### src/rtl/sram_serial_io_ctrl.sv
// Serial-to-parallel access controller for a 512x8 single-port synchronous SRAM.
// A 17-bit {addr, data} frame is shifted in LSB first, then one SRAM write or read is performed.
module sram_serial_io_ctrl #(
  parameter int MEMORY_DATA_WIDTH = 8,
  parameter int MEMORY_ADDR_WIDTH = 9,
  parameter int REG_BITS_WIDTH    = MEMORY_ADDR_WIDTH + MEMORY_DATA_WIDTH
) (
  input  logic                         CLK,
  input  logic                         rst_n,
  input  logic                         BGN,
  input  logic                         SI,
  input  logic                         LOAD_N,
  input  logic [1:0]                   CTRL,
  input  logic [MEMORY_DATA_WIDTH-1:0] PI,
  output logic                         RDY,
  output logic                         D_WE,
  output logic                         CEN,
  output logic                         SO,
  output logic [MEMORY_ADDR_WIDTH-1:0] A,
  output logic [MEMORY_DATA_WIDTH-1:0] PO
);

  localparam int CNT_W = $clog2(REG_BITS_WIDTH + 1);
  localparam logic [CNT_W-1:0] LAST_SHIFT = CNT_W'(REG_BITS_WIDTH - 1);

  typedef enum logic [2:0] {
    S_IDLE,
    S_SHIFT,
    S_ACCESS,
    S_CAPTURE,
    S_DONE
  } state_t;

  state_t                    r_state;
  logic [REG_BITS_WIDTH-1:0] r_sr;
  logic [CNT_W-1:0]          r_cnt;
  logic                      r_rdy;
  logic                      r_cen;
  logic                      r_we;
  logic                      w_single_frame;

  // Every CTRL code currently decodes to single-frame access; reserved codes alias 2'b00.
  always_comb begin
    w_single_frame = 1'b1;
    case (CTRL)
      2'b00:   w_single_frame = 1'b1;
      default: w_single_frame = 1'b1;
    endcase
  end

  // NOTE: all state, including the shift register, updates with non-blocking assignments so
  // every flop samples pre-edge values; reset clears r_cen at once, cancelling an in-flight access.
  always_ff @(posedge CLK or negedge rst_n) begin
    if (!rst_n) begin
      r_state <= S_IDLE;
      r_sr    <= '0;
      r_cnt   <= '0;
      r_rdy   <= 1'b0;
      r_cen   <= 1'b0;
      r_we    <= 1'b0;
    end else begin
      case (r_state)
        S_IDLE: begin
          r_cnt <= '0;
          r_rdy <= 1'b0;
          r_cen <= 1'b0;
          r_we  <= 1'b0;
          if (BGN && w_single_frame) r_state <= S_SHIFT;
        end
        S_SHIFT: begin
          if (!BGN) begin
            r_cnt   <= '0;
            r_state <= S_IDLE;
          end else begin
            r_sr <= {SI, r_sr[REG_BITS_WIDTH-1:1]};
            if (r_cnt == LAST_SHIFT) begin
              r_cnt   <= '0;
              r_cen   <= 1'b1;
              r_we    <= ~LOAD_N;
              r_state <= S_ACCESS;
            end else begin
              r_cnt <= r_cnt + 1'b1;
            end
          end
        end
        S_ACCESS: begin
          // The SRAM acts on this edge; strobes drop whatever comes next.
          r_cen <= 1'b0;
          r_we  <= 1'b0;
          if (!BGN) begin
            r_state <= S_IDLE;
          end else if (r_we) begin
            r_rdy   <= 1'b1;
            r_state <= S_DONE;
          end else begin
            r_state <= S_CAPTURE;
          end
        end
        S_CAPTURE: begin
          if (!BGN) begin
            r_state <= S_IDLE;
          end else begin
            r_sr[MEMORY_DATA_WIDTH-1:0] <= PI;
            r_rdy                       <= 1'b1;
            r_state                     <= S_DONE;
          end
        end
        S_DONE: begin
          if (!BGN) begin
            r_rdy   <= 1'b0;
            r_state <= S_IDLE;
          end
        end
        default: r_state <= S_IDLE;
      endcase
    end
  end

  assign RDY  = r_rdy;
  assign CEN  = r_cen;
  assign D_WE = r_we;
  assign SO   = r_sr[0];
  assign A    = r_sr[REG_BITS_WIDTH-1:MEMORY_DATA_WIDTH];
  assign PO   = r_sr[MEMORY_DATA_WIDTH-1:0];

endmodule

### config.mk
export PLATFORM = sky130hd
export DESIGN_NAME = sram_serial_io_ctrl
export DESIGN_NICKNAME = d
export VERILOG_FILES = /design/src/rtl/sram_serial_io_ctrl.sv
export SDC_FILE = /design/constraint.sdc
export NUM_CORES = 1
export LEC_CHECK = 0
export BUFFER_PORTS_ARGS = -buffer_cell sky130_fd_sc_hd__buf_2
export CORE_AREA = 3 3 54 56
export CTS_CLUSTER_DIAMETER = 120
export DETAILED_ROUTE_END_ITERATION = 10
export DIE_AREA = 0 0 57 59
export GPL_ROUTABILITY_DRIVEN = 1
export GPL_TIMING_DRIVEN = 0
export PLACE_DENSITY = 0.81
export SETUP_SLACK_MARGIN = 0.02
export SLEW_MARGIN = 20
export SYNTH_ARGS = -nofsm -noshare
export SYNTH_HDL_FRONTEND = slang
export SYNTH_SLANG_ARGS = --single-unit
### constraint.sdc
create_clock -name CLK -period 2 [get_ports CLK]
set_clock_uncertainty 0.1 [all_clocks]
set_input_delay 0.5 -clock CLK [delete_from_list [all_inputs] [get_ports CLK]]
set_output_delay 0.5 -clock CLK [all_outputs]
set_load 0.01 [all_outputs]
[Word-level counts from Yosys, hierarchy flattened]
Cells that the tools add are included.
Operators by class
  $mul: 0
  div/mod/pow operators: 0
  add/sub/neg operators: 1
  shifts and indexed selects: 0
  reductions and logical operators: 11
  eq/ne operators: 13
  muxes and demuxes: 25
  $lt $le $gt $ge: 0
  bitwise gates (word level): 1
Operator list (number)
  $mux W3: 7
  $mux W8: 2
  $pmux W8 S2: 1
  $pmux W3 S5: 1
  $ne A2 B2 Y1 const B: 7
  $mux W5: 2
  $pmux W5 S2: 1
  $reduce_and A3 Y1: 3
  $mux W1: 8
  $eq A3 B2 Y1 const B: 2
  $reduce_bool A2 Y1: 3
  $add A5 B1 Y5 const B: 1
  $eq A5 B5 Y1 const B: 1
  $reduce_and A5 Y1: 1
  $pmux W1 S2: 2
  $pmux W1 S4: 1
  $reduce_bool A4 Y1: 1
  $eq A3 B1 Y1 const B: 1
  $eq A3 B3 Y1 const B: 1
  $logic_not A3 Y1: 1
  $ne A3 B3 Y1 const B: 1
  $reduce_and A2 Y1: 1
  $reduce_or A2 Y1: 1
  $not A1 Y1: 1
Storage, ports and cells
  memory bits (read-only): 0
  flip-flop bits (word level): 28
  input port bits: 15
  bits in writable memories: 0
  output and inout port bits: 21
  memories: 0
  bits in latches: 0
  word-level logic and storage cells: 58

[Depth between registers and ports, before layout]
  depth in word-level cells: 4
  gate-level depth with buffers: 5
  depth with buffers taken out: 5

[Worst setup path before layout]
No wires, ideal clock.
  path type: register to register
  start point: reg r_cnt[0]
  end point: reg r_cnt[4]
  cell stages (with the launch flop): 6
  clock period less this slack: 1359 ps
  library setup time: 80 ps
  data arrival time: 1179 ps
  slack: 641 ps
  data required time: 1820 ps
  buffers on the path: 0
  path through: dfrtp_1 -> inv_1 -> ha_1 -> and4bb_2 -> nand2b_1 -> o211ai_2
On the way
  word-level cells in the longest chain between the ends: 4
  elaborated cells between the ends (all ways): 5
  those cells by class: add/sub: 1; eq/ne: 1; mux: 3
RTL lines
  from (decl): line 36  | logic [CNT_W-1:0] r_cnt;
  from (signal assigned): line 82  | r_cnt <= r_cnt + 1'b1;
  $add A5 B1 Y5 / $eq A5 B5 Y1 (equally long branches): line 82, 76
  $mux W5 (*): line 76  | if (r_cnt == LAST_SHIFT) begin
  $mux W5 (*): line 71  | if (!BGN) begin
  $pmux W5 S2 (*): line 62  | case (r_state)
Mark *: on every way between the ends. The rest lies on a longest branch, timed or not.
A chain may end at the register's enable or synchronous reset.

[Worst setup path in the final report]
  start point: reg r_sr[0]
  end point: out PO[0]
RTL lines
  from (decl): line 35  | logic [REG_BITS_WIDTH-1:0] r_sr;
  from (signal assigned): line 75  | r_sr <= {SI, r_sr[REG_BITS_WIDTH-1:1]};
  to (decl): line 20  | output logic [MEMORY_DATA_WIDTH-1:0] PO
No word-level cell between the ends.

==> results.py <==
metrics = {
    "outcome": {
        "status": "finished, final reports clean",
    },
    "worst_setup_path": {
        "worstSetupPathType": "reg2out",
        "end_kind": "output pin",
        "crit_slowest_cell": "dfrtp_1",
        "cp_num_buf_inv": 2,
        "r2r_slack_ns": 0.47,
        "cp.arrival_ns": 0.99,
        "start_kind": "register",
        "crit_fanout": 3,
        "critPathTopFamily": "flip-flops",
        "cp.required_ns": 1.40,
        "crit_path_max_incr_delay_ns": 0.42,
        "crit_chain": "buf_4, buf_2",
    },
    "global_route": {
        "overflow": 0,
        "grt_start_max_net_pins": 29,
        "antenna_found_initial": 0,
        "grt_first_pass_wirelength_mm": 4.46,
        "grt_use_total": 0.169,
        "grt_pass1_vias": 1020,
    },
    "timing": {
        "period_needed_ns": 1.59,
        "setup_viol": 0,
        "period_share": 0.796,
        "setup_tns_ns": 0,
        "tightest_slew_ns": 0.604,
        "fmax_mhz": 628,
        "slew_headroom": 0.597,
        "drv_slew": 0,
        "rsz0062_at_grt": "false",
        "hold_viol": 0,
    },
    "die": {
        "start_util": 0.549,
        "fp-row-count": 18,
        "core_um2": 2480,
        "fp.dieW_um": 57,
        "die_height_um": 59,
        "die-area_um2": 3360,
        "io_pins": 36,
    },
    "final_layout": {
        "fin_nets": 191,
        "num_antenna_cells": 0,
        "fill_cells": 200,
        "area_growth_pct": 17.6,
        "drive_above_1_share": 0.289,
        "final_area_um2": 1600,
    },
    "synth": {
        "synth_top_area_frac": 0.515,
        "synth_nets": 153,
        "synth.avg_cell_area_um2": 10.0,
        "ys_types": 35,
        "synth_area_leader_cell": "dfrtp_1",
        "syn_area_um2": 1360,
        "ys_seq_area_frac": 0.515,
        "synthTopCellsByArea": "dfrtp_1, nand2_1, mux2i_1",
        "postSynthRegisterBits": 28,
        "netlist_instances": 136,
        "synth_warnings": 0,
    },
    "route": {
        "drtIter0Drc": 31,
        "vias": 1058,
        "firstDrtPassIters": 4,
        "vias_per_cell": 5.21,
        "route.detailed.wl_per_inst_um": 12.8,
        "ant_nets": 0,
        "drt-total-wl_mm": 2.60,
        "drc": 0,
    },
    "power": {
        "ir_drop_v": 0.000543,
        "pwr-share-comb": 0.192,
        "clockPowerShare": 0.232,
        "p_seq_frac": 0.576,
        "p_leak_nw": 0.889,
        "power.share.switching": 0.286,
        "internal-power_uw": 838,
        "powerDensity_nw_per_um2": 735,
        "p_sw_uw": 337,
    },
    "clock_network": {
        "clk_path_buf_depth": 2,
        "ctsResizeCount": 0,
        "hold_buffers": 0,
        "path_clk_slew_ns": 0.14,
        "numCtsBuffers": 3,
        "root_buffer": "clkbuf_4",
        "clock_sinks": 28,
        "cts_tree": "built",
        "cts_setup_buffers": 0,
        "clk_latency_ns": 0.32,
        "h-tree-depth": 1,
    },
    "run": {
        "maxCapViolations": 0,
    },
    "placed_design": {
        "place_area_um2": 1560,
        "io_buffers": 33,
        "hpwl_mm": 2.01,
        "gp_congestion": 0.850,
    },
    "worst_hold_path": {
        "hp-class": "in2async",
    },
}
==> per-layer routing <==
layer	share of wire	global-route usage	vias to the layer above
li1	-	-	533
met1	0.44	0.213	488
met2	0.49	0.289	35
met3	0.063	0.0414	2
met4	0.0077	0.0497	0
met5	0	0	-
==> worst register-to-register path: stages, from the launching register on <==
cell       delay (ns)
dfrtp_1          0.44
inv_1            0.07
ha_1             0.19
and4bb_2         0.27
nand2b_1         0.21
o2bb2ai_1        0.18
==> cells by family after synthesis <==
family                     count (synthesis)  share of synthesized area
and+or+nand+nor                           64                      0.246
DFF                                       28                      0.515
AOI/OAI and AO/OA                         23                      0.103
buffers and inverters                     10                     0.0524
muxes                                      8                     0.0589
adders and majority gates                  2                     0.0184
xor gates and xnor gates                   1                    0.00644
==> synth_stat cells <==
cell / count
nand2_1: 41
dfrtp_1: 28
o21ai_1: 11
mux2i_1: 8
a21oi_1: 4
nor2_1: 4
buf_6: 3
nand3b_1: 3
buf_2: 2
buf_4: 2
ha_1: 2
inv_1: 2
nand3_1: 2
nor3b_1: 2
o21ai_0: 2
a22o_1: 1
and2_1: 1
and3_1: 1
and3b_1: 1
and4bb_2: 1
and4bb_4: 1
clkbuf_2: 1
nand2b_1: 1
nand3b_4: 1
nand4bb_1: 1
nor3_2: 1
o211ai_1: 1
o211ai_2: 1
o21a_1: 1
o21ba_1: 1
o2bb2ai_1: 1
or2_1: 1
or2b_1: 1
or3_1: 1
xnor2_1: 1
==> path summary, 6_finish.rpt <==
kind	endpoint	cells after the start	startpoint
max	PO[0]	2	r_sr[0]$_DFFE_PN0P_
min	r_sr[0]$_DFFE_PN0P_	1	rst_n
max reg2reg	r_cnt[2]$_DFFE_PN0P_	5	r_cnt[0]$_DFFE_PN0P_
min reg2reg	r_sr[12]$_DFFE_PN0P_	2	r_sr[13]$_DFFE_PN0P_
max in group asynchronous	r_sr[16]$_DFFE_PN0P_	1	rst_n
min in group CLK	r_sr[16]$_DFFE_PN0P_	3	SI
==> power groups by stage <==
stage	sequential, mW	clock, mW	combinational [mW]
5_1_grt	0.688	0.305	0.253
3_5_place_dp	0.689	0	0.232
2_1_floorplan	0.713	0	0.0909
4_1_cts	0.677	0.276	0.232
3_3_place_gp	0.682	0	0.224
6_report	0.677	0.273	0.226
==> cells in the final DEF (no fill, tap or decap), types with 2 or more instances in the layout <==
cell,instances
a21oi_1,4
buf_2,35
buf_4,2
buf_6,3
clkbuf_4,3
dfrtp_1,28
ha_1,2
inv_1,2
mux2i_1,8
nand2_1,41
nand3_1,2
nand3b_1,3
nor2_1,4
nor3b_1,2
o21ai_0,2
o21ai_1,11
==> registers in the layout, indices dropped and copies added, names as in the netlist <==
signal	flops
RDY	1
r_state	3
D_WE	1
r_sr	17
r_cnt	5
CEN	1
==> layout make-up <==
cell class	count	area, µm²	share of cell area
Tap cell	30	37.5	0.0235
Multi-Input combinational cell	98	588	0.368
Timing Repair Buffer	33	165	0.103
Sequential cell	28	701	0.438
Buffer	8	63.8	0.0399
Inverter	2	7.51	0.00469
Clock buffer	4	36.3	0.0227
==> per-stage QoR <==
step	std cells	total power, mW	setup slack (ns)	util	hold WS [ns]
floorplan	136	0.804	0.641	-	0.104
global placement	199	0.906	0.555	0.631	0.367
detailed placement	199	0.921	0.499	0.631	0.379
CTS	203	1.19	0.394	0.645	0.0820
global route	203	1.25	0.353	0.645	0.0803
finish	203	1.17	0.407	0.645	0.0606
(Power assumes the default switching activity.)
